===== config.mk =====
export PLATFORM = sky130hd
export DESIGN_NAME = serial_subtractor
export DESIGN_NICKNAME = d
export VERILOG_FILES = /design/src/rtl/serial_subtractor.sv
export SDC_FILE = /design/constraint.sdc
export NUM_CORES = 1
export LEC_CHECK = 0
export CAP_MARGIN = 20
export CORE_UTILIZATION = 55
export DETAILED_ROUTE_END_ITERATION = 12
export DONT_BUFFER_PORTS = 1
export GPL_ROUTABILITY_DRIVEN = 0
export PLACE_DENSITY_LB_ADDON = 0.2
export SYNTH_ARGS = -nofsm -noshare
export SYNTH_HDL_FRONTEND = slang
export SYNTH_SLANG_ARGS = --single-unit

===== constraint.sdc =====
create_clock -name i_clk -period 1.71 [get_ports i_clk]
set_input_delay 0.342 -clock i_clk [delete_from_list [all_inputs] [get_ports i_clk]]
set_output_delay 0.342 -clock i_clk [all_outputs]
set_load 0.02 [all_outputs]

===== src/rtl/serial_subtractor.sv =====
// Bit-serial LSB-first subtractor with one borrow flop; WIDTH+1 edges start-to-done, one op in flight.
// i_start is only accepted in IDLE or DONE, so a caller holding it high gets back-to-back results.
module serial_subtractor #(
  parameter int WIDTH = 8
) (
  input  logic             i_clk,
  input  logic             i_rst,
  input  logic             i_start,
  input  logic [WIDTH-1:0] i_sub_term1,
  input  logic [WIDTH-1:0] i_sub_term2,
  output logic             o_busy,
  output logic             o_done,
  output logic [WIDTH:0]   o_result,
  output logic             o_borrow
);

  localparam int CW = (WIDTH > 1) ? $clog2(WIDTH) : 1;

  typedef enum logic [1:0] {IDLE, SHIFT, DONE} state_t;

  state_t           state;
  logic [WIDTH-1:0] term1_sr;
  logic [WIDTH-1:0] term2_sr;
  logic [WIDTH-1:0] diff_sr;
  logic             borrow;
  logic [CW-1:0]    count;

  logic             a;
  logic             b;
  logic             d;
  logic             borrow_next;
  logic [WIDTH-1:0] diff_next;
  logic             last_bit;

  always_comb begin
    a           = term1_sr[0];
    b           = term2_sr[0];
    d           = a ^ b ^ borrow;
    borrow_next = (~a & b) | (~(a ^ b) & borrow);
    // New difference bit enters at the MSB so the LSB-first stream lands in place.
    diff_next   = WIDTH'({d, diff_sr} >> 1);
    last_bit    = (count == CW'(WIDTH - 1));
  end

  always_ff @(posedge i_clk or posedge i_rst) begin
    if (i_rst) begin
      state    <= IDLE;
      term1_sr <= '0;
      term2_sr <= '0;
      diff_sr  <= '0;
      borrow   <= 1'b0;
      count    <= '0;
      o_busy   <= 1'b0;
      o_done   <= 1'b0;
      o_result <= '0;
      o_borrow <= 1'b0;
    end else begin
      case (state)
        IDLE, DONE: begin
          o_done <= 1'b0;
          if (i_start) begin
            term1_sr <= i_sub_term1;
            term2_sr <= i_sub_term2;
            diff_sr  <= '0;
            borrow   <= 1'b0;
            count    <= '0;
            o_busy   <= 1'b1;
            state    <= SHIFT;
          end else begin
            state <= IDLE;
          end
        end
        SHIFT: begin
          term1_sr <= term1_sr >> 1;
          term2_sr <= term2_sr >> 1;
          diff_sr  <= diff_next;
          borrow   <= borrow_next;
          count    <= count + CW'(1);
          if (last_bit) begin
            o_busy   <= 1'b0;
            o_done   <= 1'b1;
            o_result <= {borrow_next, diff_next};
            o_borrow <= borrow_next;
            state    <= DONE;
          end
        end
        default: begin
          o_busy <= 1'b0;
          o_done <= 1'b0;
          state  <= IDLE;
        end
      endcase
    end
  end

endmodule


==> results_dict.tcl, run 1 <==
set metrics [dict create \
    relSlewSlack 0.628 \
    final-setup-viol-count 0 \
    fin_crit_sh 0.901 \
    syn_area_mm2 0.00187 \
    grt_max_degree 40 \
    area_growth_pct 4.27 \
    async_reset_ff_frac 1.00 \
    leakage_nw 0.882 \
    synth_edf_count 0 \
    power_density_mw_per_mm2 1850 \
    io_pins 31 \
    final_nets 189 \
    reg2reg_depth 3 \
    setup_tns_ns 0 \
    skew_ns 0.0104 \
    drtAntennaViolNets 0 \
    core-area_mm2 0.00315 \
    track_usage 0.196 \
    status "complete, no violations" \
    worst_pin_slew_ns 0.559 \
    die-width_um 60.4 \
    syn_inst 166 \
    maxCapViolations 0 \
    hold_path_class "in -> reg" \
    antenna_cells 0 \
    vdd_ir_drop_max_v 0.000753 \
    grt_pass1_wl_um 5090 \
    grt_pass1_vias 1132 \
    synth_common_cells "dfrtp_1, nand2_1, nor2_1" \
    max_freq_mhz 649 \
    crit_fanout 19 \
    yosysUniqueCellTypes 26 \
    layout_setup_ws_ns 0.169 \
    yosys_warnings 0 \
    rows 20 \
    rsz0062_at_grt "no" \
    synthTopCellsByArea "dfrtp_1, mux2_4, mux2_2" \
    drive_above_1_share 0.192 \
    hold_viol_final 0 \
    final-max-slew-violation-count 0 \
    clkSlewWorstSetupHoldPaths_ns 0.12 \
    gr-total-overflow 0 \
    wirelength_um 3100 \
    cp-start-kind "flip-flop" \
    htreeDepth 2 \
    synth_top_area_cell "dfrtp_1" \
    cts_root_buf "clkbuf_4" \
    route.detailed.drc 0 \
    synth_ff_type "dfrtp_1" \
    die_h_um 60.4 \
    fill_cells 271 \
    clk_latency_ns 0.34 \
    dpl.hpwl_um 2050 \
    pre_cts_ws_ns 0.200 \
    synth_nets 188 \
    arrival_ns 1.78 \
    start_util 0.594 \
    synth.top_cell.area_share 0.521 \
    dr.pass1.iters 4 \
    antenna_found_initial 0 \
    cts_buffers 5 \
    criticalPathCategory "reg -> reg" \
    numPortBuffers 0 \
    cts.sinks 39 \
    required_ns 1.94 \
    vias 1188 \
    vias_per_cell 5.63 \
    drt_iter0_markers 33 \
    syn_avg_cell_area_um2 11.3 \
    cts_tree "yes" \
    holdPathStages 1 \
    yosys.cell_count.top_type "dfrtp_1" \
    die_area_mm2 0.00365 \
    crit_path_end_kind "flip-flop" \
    clk_path_buf_depth 2 \
    wl_per_cell_um 14.7 \
    synth_seq_cells 39 \
    final.min_clock_period_ns 1.54 \
    ys_seq_area_frac 0.521 \
]
[through the flow]
step                      utilization  std cells  hold WS (ns)  total power, mW  instance area [um2]
after detailed placement        0.599        203         0.382             3.17                 1890
after CTS                       0.620        211        0.0653             3.64                 1950
after global placement          0.599        203         0.374             3.09                 1890
after global routing            0.620        211        0.0514             3.88                 1950
final                           0.620        211        0.0871             3.61                 1950
after floorplan                     -        166         0.456             2.94                 1870
[sequential cells by signal, summed over array words and instances, names as in the netlist]
name      count
term2_sr      8
count         3
state         2
o_result      8
diff_sr       7
borrow        1
o_borrow      1
o_busy        1
term1_sr      8
[worst paths after layout]
| check | from | endpoint | slack (ns) |
|---|---|---|---|
| hold / removal | i_start | diff_sr[1] | 0.09 |
| setup / recovery | state[0] | term1_sr[7] | 0.17 |
| setup reg to reg | state[0] | term1_sr[7] | 0.17 |
| max in group asynchronous | i_rst | term1_sr[3] | 0.82 |
| hold reg to reg | borrow | borrow | 0.50 |
| min in group asynchronous | i_rst | o_result[6] | 0.55 |
[worst max-delay path, cell delays in order, from the launching register on]
cell and delay [ns]:
dfrtp_1 0.71, nor2b_2 0.41, nor2_2 0.12, a22o_1 0.19
[per-layer routing]
metal | vias to the layer above | GRT usage | part of all wire
met5 | - | 0 | 0
met4 | 0 | 0.110 | 0.016
met3 | 5 | 0.0469 | 0.035
met2 | 25 | 0.300 | 0.46
met1 | 577 | 0.256 | 0.49
li1 | 581 | - | -
[layout by cell type (no fill, tap or decap), types with 2 or more instances in the layout]
cell type	count
dfrtp_1	39
nor2_1	11
nand2_1	11
nand2b_1	9
o22ai_1	8
nor3_1	8
mux2_2	8
nor2b_1	7
o21ai_0	7
mux2_4	7
buf_4	7
mux2i_1	6
a211oi_1	6
a21oi_1	6
a22o_1	5
clkbuf_4	5
inv_1	4
o21ai_1	2
ha_1	2
[what timing repair did]
action	in CTS	in global routing
hold endpoints to repair	11	0
hold buffers	1	0
setup buffers	0	0
resized for setup	0	0
endpoints found under the setup margin	0	0
[where the power goes]
group / switching, mW / internal (mW)
clock network: 0.286 / 0.191
logic: 0.586 / 0.708
registers: 0.491 / 1.34
total: 1.36 / 2.24
[final cells by class]
type | count | area (um2) | area share
clock buffers | 6 | 51.3 | 0.0262
flip-flops and latches | 39 | 976 | 0.499
inverters | 4 | 15.0 | 0.00768
clock inverters | 1 | 5.00 | 0.00256
well taps | 44 | 55.1 | 0.0282
repair buffers | 8 | 62.6 | 0.0320
multi-input cells | 109 | 790 | 0.404
[kinds of logic after synthesis]
logic type	Yosys count	synth area share
buffers and inverters	18	0.0581
AO/OA/AOI/OAI	35	0.119
multiplexers	21	0.136
flip-flops	39	0.521
AND/OR/NAND/NOR	49	0.138
adder cells (fa/ha/maj)	3	0.0240
XOR/XNOR	1	0.00467
No activity file was read; power rests on OpenSTA's default activity.
==> inputs of run 2 (changes only) <==
==> constraint.sdc (replaced) <==
create_clock -name i_clk -period 1.38 [get_ports i_clk]
set_input_delay 0.276 -clock i_clk [delete_from_list [all_inputs] [get_ports i_clk]]
set_output_delay 0.276 -clock i_clk [all_outputs]
set_load 0.02 [all_outputs]
==> run 2 against run 1 <==
Via count increased by 3.7%. Sequential cell count unchanged. Die area unchanged. Sequential power increased by 23%. Clock power increased by 68%.
==> results_dict.tcl, run 2 (same netlist as run 1, synthesis figures left out) <==
set metrics [dict create \
    status "complete, no violations" \
    dr.pass1.iters 3 \
    required_ns 1.10 \
    max_freq_mhz 753 \
    hold_viol_final 0 \
    relSlewSlack 0.683 \
    worstReg2RegEnd "o_result[5]" \
    worst_pin_slew_ns 0.476 \
    cts_buffers 5 \
    power_density_mw_per_mm2 2330 \
    internal_power_mw 3.13 \
    drt_iter0_markers 30 \
    antenna_cells 0 \
    antenna_found_initial 0 \
    placed_cell_area_mm2 0.00195 \
    final-setup-viol-count 0 \
    drive_above_1_share 0.270 \
    final.min_clock_period_ns 1.33 \
    final-max-slew-violation-count 0 \
    final_nets 199 \
    grt_pass1_wl_um 5330 \
    hold_path_class "in -> reg" \
    crit_fanout 8 \
    leakage_nw 0.948 \
    fin_crit_sh 0.962 \
    holdWs_ns 0.0216 \
    cp-start-kind "flip-flop" \
    cts_tree "yes" \
    reg_top3 "o_result (8), term1_sr (8), term2_sr (8)" \
    gr-total-overflow 0 \
    critPathLaunch "state[1]" \
    criticalPathCategory "reg -> out" \
    r2r_setup_slack_ns 0.06 \
    cts_root_buf "clkbuf_4" \
    layout_commonest_cell "dfrtp_1" \
    htreeDepth 2 \
    stdcell_count 222 \
    swShare 0.362 \
    vias_per_cell 5.55 \
    wirelength_um 3220 \
    power_switching_mw 1.78 \
    maxCapViolations 0 \
    skew_ns 0.0171 \
    pre_cts_ws_ns 0.00763 \
    final_area_mm2 0.00210 \
    setup_tns_ns 0 \
    power_frac_clock 0.163 \
    core-area_mm2 0.00315 \
    io_pins 31 \
    numPortBuffers 0 \
    p_comb_frac 0.378 \
    vdd_ir_drop_max_v 0.00127 \
    reg2reg_from "count[0]" \
    grt_max_degree 40 \
    clk_latency_ns 0.34 \
    endpoint "o_done" \
    reg2reg_depth 4 \
    vias 1232 \
    die_h_um 60.4 \
    die_area_mm2 0.00365 \
    dp_cells 209 \
    wl_per_cell_um 14.5 \
    area_growth_pct 12.3 \
    die-width_um 60.4 \
    drtAntennaViolNets 0 \
    mostFrequentLayoutCells "dfrtp_1, buf_4, nor2_1, nand2_1" \
    crit_path_end_kind "primary output" \
    clk_path_buf_depth 2 \
    clkSlewWorstSetupHoldPaths_ns 0.13 \
    route.detailed.drc 0 \
    arrival_ns 1.05 \
    layout_setup_ws_ns 0.0522 \
    track_usage 0.202 \
    start_util 0.594 \
    cts.sinks 39 \
    rsz0062_at_grt "no" \
    grt_pass1_vias 1241 \
    dpl.hpwl_um 2090 \
    rows 20 \
    seqPwrFrac 0.459 \
]
==> run 2: what timing repair did <==
| action | 4_1_cts | 5_1_grt |
|---|---|---|
| endpoints found under the setup margin | 2 | 14 |
| endpoints found under the hold margin | 39 | 3 |
| cloned | 1 | 0 |
| gates resized for setup | 1 | 6 |
| setup buffers | 1 | 1 |
| hold buffers | 1 | 1 |
==> run 2: per-stage QoR <==
stage | util | total power, mW
2_1_floorplan | - | 3.67
3_3_place_gp | 0.618 | 3.96
3_5_place_dp | 0.618 | 4.06
4_1_cts | 0.655 | 4.89
5_1_grt | 0.667 | 5.28
6_report | 0.667 | 4.91
==> run 2: how the worst min path moves through the flow <==
stage | slack, ns | from | endpoint | depth (start not counted)
after global routing | 0.008 | i_start | diff_sr[4] | 1
after detailed placement | 0.31 | i_rst | o_result[7] | 2
final | 0.02 | i_start | diff_sr[5] | 1
after global placement | 0.31 | i_rst | o_result[6] | 2
after floorplan | 0.42 | i_sub_term1[7] | term1_sr[7] | 1
after CTS | 0.007 | i_start | diff_sr[2] | 1
==> run 2: layout make-up <==
class / count / area [um2]
fill: 260 / 1050
sequential: 39 / 978
multi-input combinational: 110 / 830
timing repair buffer: 17 / 140
tap: 44 / 55.1
clock buffer: 6 / 51.3
clock inverter: 2 / 35.0
inverter: 4 / 15.0
==> run 2: per-layer routing <==
| layer | global-route usage | part of all wire |
|---|---|---|
| met2 | 0.319 | 0.47 |
| met3 | 0.0533 | 0.043 |
| met5 | 0 | 0 |
| met4 | 0.110 | 0.013 |
| met1 | 0.256 | 0.48 |
==> run 2: power groups by stage <==
stage | clock network, mW | logic, mW | registers, mW
finish | 0.800 | 1.86 | 2.26
global route | 0.873 | 2.08 | 2.33
CTS | 0.815 | 1.83 | 2.25
detailed placement | 0 | 1.79 | 2.27
global placement | 0 | 1.71 | 2.25
floorplan | 0 | 1.55 | 2.12
==> run 2: critical path: stages (launching register included) <==
cell and delay [ns]:
dfrtp_2 0.44, buf_6 0.14, buf_6 0.13
==> inputs of run 3 (changes only) <==
--- a/config.mk
+++ b/config.mk
@@ -7,6 +7,7 @@
 export LEC_CHECK = 0
 export CAP_MARGIN = 20
 export CORE_UTILIZATION = 55
+export CTS_BUF_LIST = sky130_fd_sc_hd__clkbuf_8 sky130_fd_sc_hd__clkbuf_16
 export DETAILED_ROUTE_END_ITERATION = 12
 export DONT_BUFFER_PORTS = 1
 export GPL_ROUTABILITY_DRIVEN = 0
==> constraint.sdc (replaced) <==
create_clock -name i_clk -period 1.6 [get_ports i_clk]
set_input_delay 0.32 -clock i_clk [delete_from_list [all_inputs] [get_ports i_clk]]
set_output_delay 0.32 -clock i_clk [all_outputs]
set_load 0.02 [all_outputs]
==> run 3 against run 2 <==
Critical path depth grew 2. Die area is the same. Register-to-register slack gained 0.03 ns. Power shrank 18%. Sequential cell count is the same. Cell area shrank 6.1%. Sequential share of layout area grew 2.9 points. Largest cell class unchanged. Highest routed layer unchanged.
==> results_dict.tcl, run 3 (same netlist as run 1, synthesis figures left out) <==
set metrics [dict create \
    status "complete, no violations" \
    drive_above_1_share 0.190 \
    reg_top3 "o_result (8), term1_sr (8), term2_sr (8)" \
    grt_max_degree 40 \
    start_util 0.594 \
    fill_cells 262 \
    die_h_um 60.4 \
    cp_num_buf_inv 0 \
    required_ns 1.77 \
    htreeDepth 2 \
    skew_ns 0.00455 \
    rsz0062_at_grt "no" \
    drtAntennaViolNets 0 \
    path_cells "ha_1, ha_1, nand3b_4, mux2_2" \
    area_growth_pct 5.47 \
    hold_path_class "in -> async" \
    cts_resized 0 \
    wirelength_um 3280 \
    stdcell_count 212 \
    track_usage 0.214 \
    cts_root_buf "clkbuf_8" \
    reg2reg_depth 4 \
    antenna_cells 0 \
    cts_hold_buf 0 \
    core-area_mm2 0.00315 \
    path_common_cell "ha_1" \
    mostFrequentLayoutCells "dfrtp_1, nor2_1, nand2_1" \
    grt_pass1_wl_um 5490 \
    vdd_ir_drop_max_v 0.00115 \
    slowest_stage "dfrtp_1" \
    crit_fanout 11 \
    arrival_ns 1.68 \
    layout_commonest_cell "dfrtp_1" \
    cts.sinks 39 \
    dpl.hpwl_um 2180 \
    vias_per_cell 5.63 \
    hold_viol_final 0 \
    power_density_mw_per_mm2 2030 \
    cts_buffers 5 \
    critPathMaxStageDelay_ns 0.41 \
    leakage_nw 0.898 \
    relSlewSlack 0.674 \
    critical_path.top_delay_family "adder cells" \
    numPortBuffers 0 \
    criticalPathCategory "reg -> reg" \
    dr.pass1.iters 4 \
    grt_pass1_vias 1186 \
    vias 1193 \
    clk_latency_ns 0.28 \
    die_area_mm2 0.00365 \
    final-setup-viol-count 0 \
    crit_path_end_kind "flip-flop" \
    setup_tns_ns 0 \
    final.min_clock_period_ns 1.51 \
    die-width_um 60.4 \
    post_cts_buffers 0 \
    gr-total-overflow 0 \
    worstReg2RegEnd "o_result[5]" \
    fin_crit_sh 0.946 \
    final-max-slew-violation-count 0 \
    route.detailed.drc 0 \
    final_nets 189 \
    r2r_setup_slack_ns 0.09 \
    maxCapViolations 0 \
    dp_cells 204 \
    antenna_found_initial 0 \
    drt_iter0_markers 29 \
    wl_per_cell_um 15.5 \
    cts_tree "yes" \
    clkSlewWorstSetupHoldPaths_ns 0.07 \
    reg2reg_from "count[0]" \
    worst_pin_slew_ns 0.488 \
    clk_path_buf_depth 2 \
    io_pins 31 \
    max_freq_mhz 661 \
    cp-start-kind "flip-flop" \
    fin_util 0.627 \
    rows 20 \
]
==> run 3: per-stage QoR <==
stage / worst slack (ns) / cell area [um2] / hold WS (ns) / total power [mW]
final: 0.0869 / 1980 / 0.0367 / 4.01
after global routing: 0.0441 / 1980 / 0.0657 / 4.32
after CTS: 0.0832 / 1980 / 0.0460 / 4.05
after detailed placement: 0.0880 / 1900 / 0.353 / 3.42
after global placement: 0.128 / 1900 / 0.350 / 3.32
after floorplan: 0.154 / 1870 / 0.456 / 3.14
==> run 3: power breakdown <==
group | leakage (nW) | switching (mW) | internal [mW]
clock network | 0.0505 | 0.323 | 0.293
registers | 0.475 | 0.501 | 1.44
logic | 0.373 | 0.683 | 0.771
total | 0.898 | 1.51 | 2.51
==> run 3: layout make-up <==
type	count	area, um2	area share
sequential	39	976	0.494
multi-input combinational	109	790	0.399
clock buffer	5	68.8	0.0348
timing repair buffer	8	60.1	0.0304
tap	44	55.1	0.0278
inverter	4	15.0	0.00759
clock inverter	3	12.5	0.00633
==> run 3: routing by layer <==
layer,global-route usage,routed length (um),vias up
met5,0,0,-
met4,0.0897,30,0
met3,0.0704,161,2
met2,0.341,1570,26
met1,0.268,1520,589
li1,-,-,576
==> run 3: worst max path at each step <==
stage / start / end / slack [ns] / depth (start not counted)
3_5_place_dp: count[0] / o_result[5] / 0.09 / 4
6_report: count[0] / o_result[5] / 0.09 / 4
2_1_floorplan: count[0] / o_result[0] / 0.15 / 5
4_1_cts: count[0] / o_result[5] / 0.08 / 4
3_3_place_gp: count[0] / o_result[5] / 0.13 / 4
5_1_grt: count[0] / o_result[5] / 0.04 / 4
==> run 3: worst reg2reg max path, stage by stage, from the launching register on <==
cell and delay [ns]:
dfrtp_1 0.41, ha_1 0.21, ha_1 0.22, nand3b_4 0.20, mux2_2 0.37
